`src/rtl/decoder_2_4_pulse_seq.sv`:
```
// Sequenced 2-to-4 decoder: each accepted encoded index becomes a one-hot strobe held HOLD_CYCLES cycles.
// Optional feature macro: DECODER_ERRCNT_EN adds the err_cnt port and a saturating invalid-input counter.

module decoder_2_4_pulse_seq_param_chk #(
  parameter int HOLD_CYCLES = 4
) ();
  generate
    if ((HOLD_CYCLES < 1) || (HOLD_CYCLES > 255)) begin : g_bad_hold
      $error("decoder_2_4_pulse_seq: HOLD_CYCLES must be in 1..255");
    end
  endgenerate
endmodule

module decoder_2_4_pulse_seq #(
  parameter int HOLD_CYCLES = 4
) (
  input  logic       clk,
  input  logic       rst_n,
  input  logic       in_valid,
  output logic       in_ready,
  input  logic [1:0] d_in,
  input  logic       invalid_input,
  output logic [3:0] d_out,
  output logic       busy
`ifdef DECODER_ERRCNT_EN
  ,
  output logic [7:0] err_cnt
`endif
);

  typedef enum logic {
    ST_IDLE = 1'b0,
    ST_HOLD = 1'b1
  } state_e;

  localparam logic [7:0] HOLD_LOAD = 8'(HOLD_CYCLES - 1);

  decoder_2_4_pulse_seq_param_chk #(.HOLD_CYCLES(HOLD_CYCLES)) u_param_chk ();

  state_e     state_q, state_d;
  logic [3:0] d_out_q, d_out_d;
  logic [7:0] hold_cnt_q, hold_cnt_d;
  logic       accept_s;

  // in_ready comes from the state register alone, so there is no path from in_valid back to in_ready.
  assign in_ready = (state_q == ST_IDLE);
  assign busy     = (state_q == ST_HOLD);
  assign d_out    = d_out_q;
  assign accept_s = in_valid & in_ready;

  // Next-state, strobe and hold-counter logic.
  always_comb begin
    state_d    = state_q;
    d_out_d    = d_out_q;
    hold_cnt_d = hold_cnt_q;
    case (state_q)
      ST_IDLE: begin
        if (accept_s && !invalid_input) begin
          d_out_d    = 4'b0001 << d_in;
          hold_cnt_d = HOLD_LOAD;
          state_d    = ST_HOLD;
        end else begin
          d_out_d = 4'b0000;
        end
      end
      ST_HOLD: begin
        if (hold_cnt_q != 8'd0) begin
          hold_cnt_d = hold_cnt_q - 8'd1;
        end else begin
          d_out_d = 4'b0000;
          state_d = ST_IDLE;
        end
      end
      default: begin
        state_d    = ST_IDLE;
        d_out_d    = 4'b0000;
        hold_cnt_d = 8'd0;
      end
    endcase
  end

  // State, strobe and hold-counter registers.
  always_ff @(posedge clk or negedge rst_n) begin
    if (!rst_n) begin
      state_q    <= ST_IDLE;
      d_out_q    <= 4'b0000;
      hold_cnt_q <= 8'd0;
    end else begin
      state_q    <= state_d;
      d_out_q    <= d_out_d;
      hold_cnt_q <= hold_cnt_d;
    end
  end

`ifdef DECODER_ERRCNT_EN
  logic [7:0] err_cnt_q, err_cnt_d;

  function automatic logic [7:0] sat_inc8(input logic [7:0] val);
    if (val == 8'hFF) begin
      return val;
    end else begin
      return val + 8'd1;
    end
  endfunction

  // Count accepted invalid inputs, sticking at 8'hFF.
  always_comb begin
    err_cnt_d = err_cnt_q;
    if (accept_s && invalid_input) begin
      err_cnt_d = sat_inc8(err_cnt_q);
    end else begin
      err_cnt_d = err_cnt_q;
    end
  end

  // Error counter register.
  always_ff @(posedge clk or negedge rst_n) begin
    if (!rst_n) begin
      err_cnt_q <= 8'd0;
    end else begin
      err_cnt_q <= err_cnt_d;
    end
  end

  assign err_cnt = err_cnt_q;
`endif

endmodule

```
`config.mk`:
```
export PLATFORM = sky130hd
export DESIGN_NAME = decoder_2_4_pulse_seq
export DESIGN_NICKNAME = d
export VERILOG_FILES = /design/src/rtl/decoder_2_4_pulse_seq.sv
export SDC_FILE = /design/constraint.sdc
export NUM_CORES = 1
export LEC_CHECK = 0
export ABC_AREA = 1
export ABC_CLOCK_PERIOD_IN_PS = 1400
export CORE_AREA = 2 2 48 45
export DETAILED_ROUTE_END_ITERATION = 8
export DIE_AREA = 0 0 50 47
export GPL_ROUTABILITY_DRIVEN = 0
export PLACE_DENSITY_LB_ADDON = 0.05
export RECOVER_POWER = 50
export SETUP_SLACK_MARGIN = 0.05
export SYNTH_ARGS = -nofsm -noshare
export SYNTH_HDL_FRONTEND = slang
export SYNTH_SLANG_ARGS = --single-unit
```
`constraint.sdc`:
```
create_clock -name clk -period 1.4 [get_ports clk]
set_input_delay 0.14 -clock clk [delete_from_list [all_inputs] [get_ports clk]]
set_output_delay 0.14 -clock clk [all_outputs]
set_load 0.005 [all_outputs]
```
==> results.cfg <==
[logic_synthesis]
yosysSeqAreaShare_pct = 40.4
area_share_of_fa_ha_maj_cells_after_synthesis_pct = 3.11
synthDistinctLibCells = 21
synth_compound_gate_area_share_pct = 4.98
ys_top_cells_by_area = sky130_fd_sc_hd__dfrtp_1, sky130_fd_sc_hd__nand2_1, sky130_fd_sc_hd__nand3_1
muxShareOfSynthArea_pct = 0
synthesis_stage_register_bit_count = 13
synthSimpleGateAreaFrac_pct = 40.3
yosysWarningCount = 0
postSynthNetCount = 105
post-synth-top-area-cell = sky130_fd_sc_hd__dfrtp_1
synth_top_family_by_area = simple AND/OR/NAND/NOR gates
post_synthesis_xor_xnor_area_fraction_pct = 3.27
syn_avg_cell_area_um2 = 8.29
synth_top_area_share_pct = 40.4
synth_cells = 97
post_synth_instance_area_um2 = 805

[cts]
worstSkewPairLatency_ps = 280
clock_sinks = 13
cts_tree = done
max-clock-path-buffers = 2
numCtsBuffers = 3
clkSlewWorstSetupHoldPaths_ps = 90
clockRootBuffer = sky130_fd_sc_hd__clkbuf_4
h_tree_depth = 1

[critical_path]
crit_buf_inv = 1
critical_path.max_stage_delay_ps = 520
cell_type_group_with_the_largest_total_delay_on_the_critical_path = buffers and inverters
worst-path-max-fanout = 2
cp_slowest_cell = sky130_fd_sc_hd__clkdlybuf4s50_1
timing.critical_path.required_ps = 1260
endpoint_kind = output pin
timing_worst_setup_path_type = reg2out
worst-endpoint-arrival_ps = 1170
setup.worst_path.start_class = flop
critical_path.cell_chain = clkdlybuf4s50_1

[global_routing]
grt_antenna_before_repair = 0
grt.total_usage_pct = 16.6
grt_first_pass_wirelength_um = 2840
via_count_of_the_first_global_routing_pass = 659
grt_max_degree = 14
grt_overflow = 0

[placed_design]
dp_hpwl_um = 1190
dp.cells = 137
io_buffers = 11

[drt]
route.detailed.vias_per_inst = 5.00
drt.antenna.violating_nets = 0
route.final.wire_length_um = 2070
wl_per_cell_um = 13.2
drt_iter0_drc = 24
detailed_routing_iterations_pass_1 = 4
remaining_drc_errors = 0
via_count = 785

[sta]
hold_viol_final = 0
fin_tns_setup_ps = 0
maximum_clock_rate_mhz = 764
timing.clock.skew_ps = 1.85
layout_worst_path_cycle_share_pct = 93.5
fin_worst_hold_slack_ps = 424
finalSetupViolations = 0
slew_violations = 0
worst_pin_slew_ps = 749
timing.final.crit_period_ps = 1310
grt_setup_unrepaired = yes
maxSlewHeadroom_pct = 50.1

[layout]
antenna-diode-count = 0
fin_cells = 157
area_growth_pct = 54.0
register_area_um2 = 327
finish.net_count = 141
multi_input_comb_area_um2 = 524
layout-drive-gt1-share_pct = 46.2
filler_cell_count = 144

[floorplan]
design.die.area_mm2 = 0.00235
die_x_um = 50
die_height_um = 47
effective_utilization_at_floorplan_pct = 43.3
io_pins = 12
std_cell_rows = 15
placeableCoreArea_mm2 = 0.00186

[worst_hold_path]
hold_path_class = in2async

[power]
worst_ir_drop_vdd_v = 0.00174
power_density_mw_per_mm2 = 2300
power.static_leakage_nw = 0.593

[outcome]
run_status = finished clean

[run]
drv_cap = 0
registers in the layout, indices dropped and copies added, names as in the netlist:
| name | flops |
|---|---|
| hold_cnt_q | 8 |
| busy | 1 |
| d_out | 4 |
cells in the mapped netlist:
library cell	instances
sky130_fd_sc_hd__xnor2_1	1
sky130_fd_sc_hd__ha_1	2
sky130_fd_sc_hd__inv_1	7
sky130_fd_sc_hd__nand2_2	4
sky130_fd_sc_hd__nand3_1	12
sky130_fd_sc_hd__inv_6	1
sky130_fd_sc_hd__nor2_1	13
sky130_fd_sc_hd__buf_6	1
sky130_fd_sc_hd__nand4_1	3
sky130_fd_sc_hd__nor2_2	3
sky130_fd_sc_hd__o21ai_2	2
sky130_fd_sc_hd__inv_2	3
sky130_fd_sc_hd__nand2_1	21
sky130_fd_sc_hd__nor2_4	2
sky130_fd_sc_hd__nand2_8	2
sky130_fd_sc_hd__nand2_4	1
sky130_fd_sc_hd__inv_4	1
sky130_fd_sc_hd__xor2_1	2
sky130_fd_sc_hd__dfrtp_1	13
sky130_fd_sc_hd__o21bai_1	1
sky130_fd_sc_hd__o31ai_1	2
metal layers:
metal / global-route usage [%] / routed length (µm)
met1: 21.5 / 887
met2: 27.4 / 1110
met3: 1.91 / 48
met4: 10.0 / 26
met5: 0 / 0
cells by family (layout without fill, tap and decap cells):
logic type               Yosys count  count (layout)
AND/OR/NAND/NOR                   61              62
flip-flops                        13              13
buffers and inverters             13              47
AO/OA/AOI/OAI                      5               5
XOR/XNOR                           3               3
adder cells (fa/ha/maj)            2               2
stage by stage:
step                utilization [%]  total power (W)  area, µm²  setup WS [ps]
floorplan                         -          0.00154        805           79.7
global placement               52.3          0.00189        972           74.1
detailed placement             52.3          0.00189        972           56.2
CTS                            54.9          0.00220       1020           54.2
global route                   66.7          0.00307       1240           24.8
finish                         66.7          0.00285       1240           91.6
path summary, 6_finish.rpt:
path	from	to	slack, ps	depth (start not counted)
setup / recovery	busy	busy	90	1
hold / removal	rst_n	busy	420	2
setup reg to reg	hold_cnt_q[1]	hold_cnt_q[0]	100	9
hold reg to reg	d_out[1]	d_out[1]	520	2
max in group asynchronous	rst_n	hold_cnt_q[4]	460	2
min in group clk	d_in[1]	d_out[0]	480	2
report_power, final:
part	switching [W]	internal [W]	total [W]
sequential	0.000138	0.000508	0.000646
combinational	0.00102	0.000934	0.00196
clock	0.000136	0.000111	0.000247
total	0.00130	0.00155	0.00285
placed cells by master, fill, tap and decap left out, types with 4 or more instances in the layout:
master,netlist,routed
sky130_fd_sc_hd__dfrtp_1,13,12
sky130_fd_sc_hd__buf_6,1,6
sky130_fd_sc_hd__nand3_1,12,12
sky130_fd_sc_hd__nand2_4,1,6
sky130_fd_sc_hd__inv_2,3,6
sky130_fd_sc_hd__nor2_2,3,5
sky130_fd_sc_hd__inv_1,7,4
sky130_fd_sc_hd__nor2_4,2,5
sky130_fd_sc_hd__buf_4,0,12
sky130_fd_sc_hd__nand2_1,21,15
sky130_fd_sc_hd__nand2_2,4,6
sky130_fd_sc_hd__nor2_1,13,8
sky130_fd_sc_hd__clkdlybuf4s50_1,0,9
final cells by class:
cell class | instances | area share (%)
multi-input cells | 72 | 42.3
well taps | 25 | 2.53
repair buffers | 30 | 21.8
clock buffers | 4 | 2.12
repair inverters | 1 | 0.404
flip-flops and latches | 13 | 26.4
inverters | 12 | 4.44
timing repair:
item / 4_1_cts / 5_1_grt
gates cloned: 0 / 2
gates resized for setup: 2 / 37
hold buffers: 0 / 0
pin swaps: 2 / 17
setup buffers: 3 / 11
endpoints found under the setup margin: 7 / 11
Note: power is estimated with default switching activity, not from simulation.
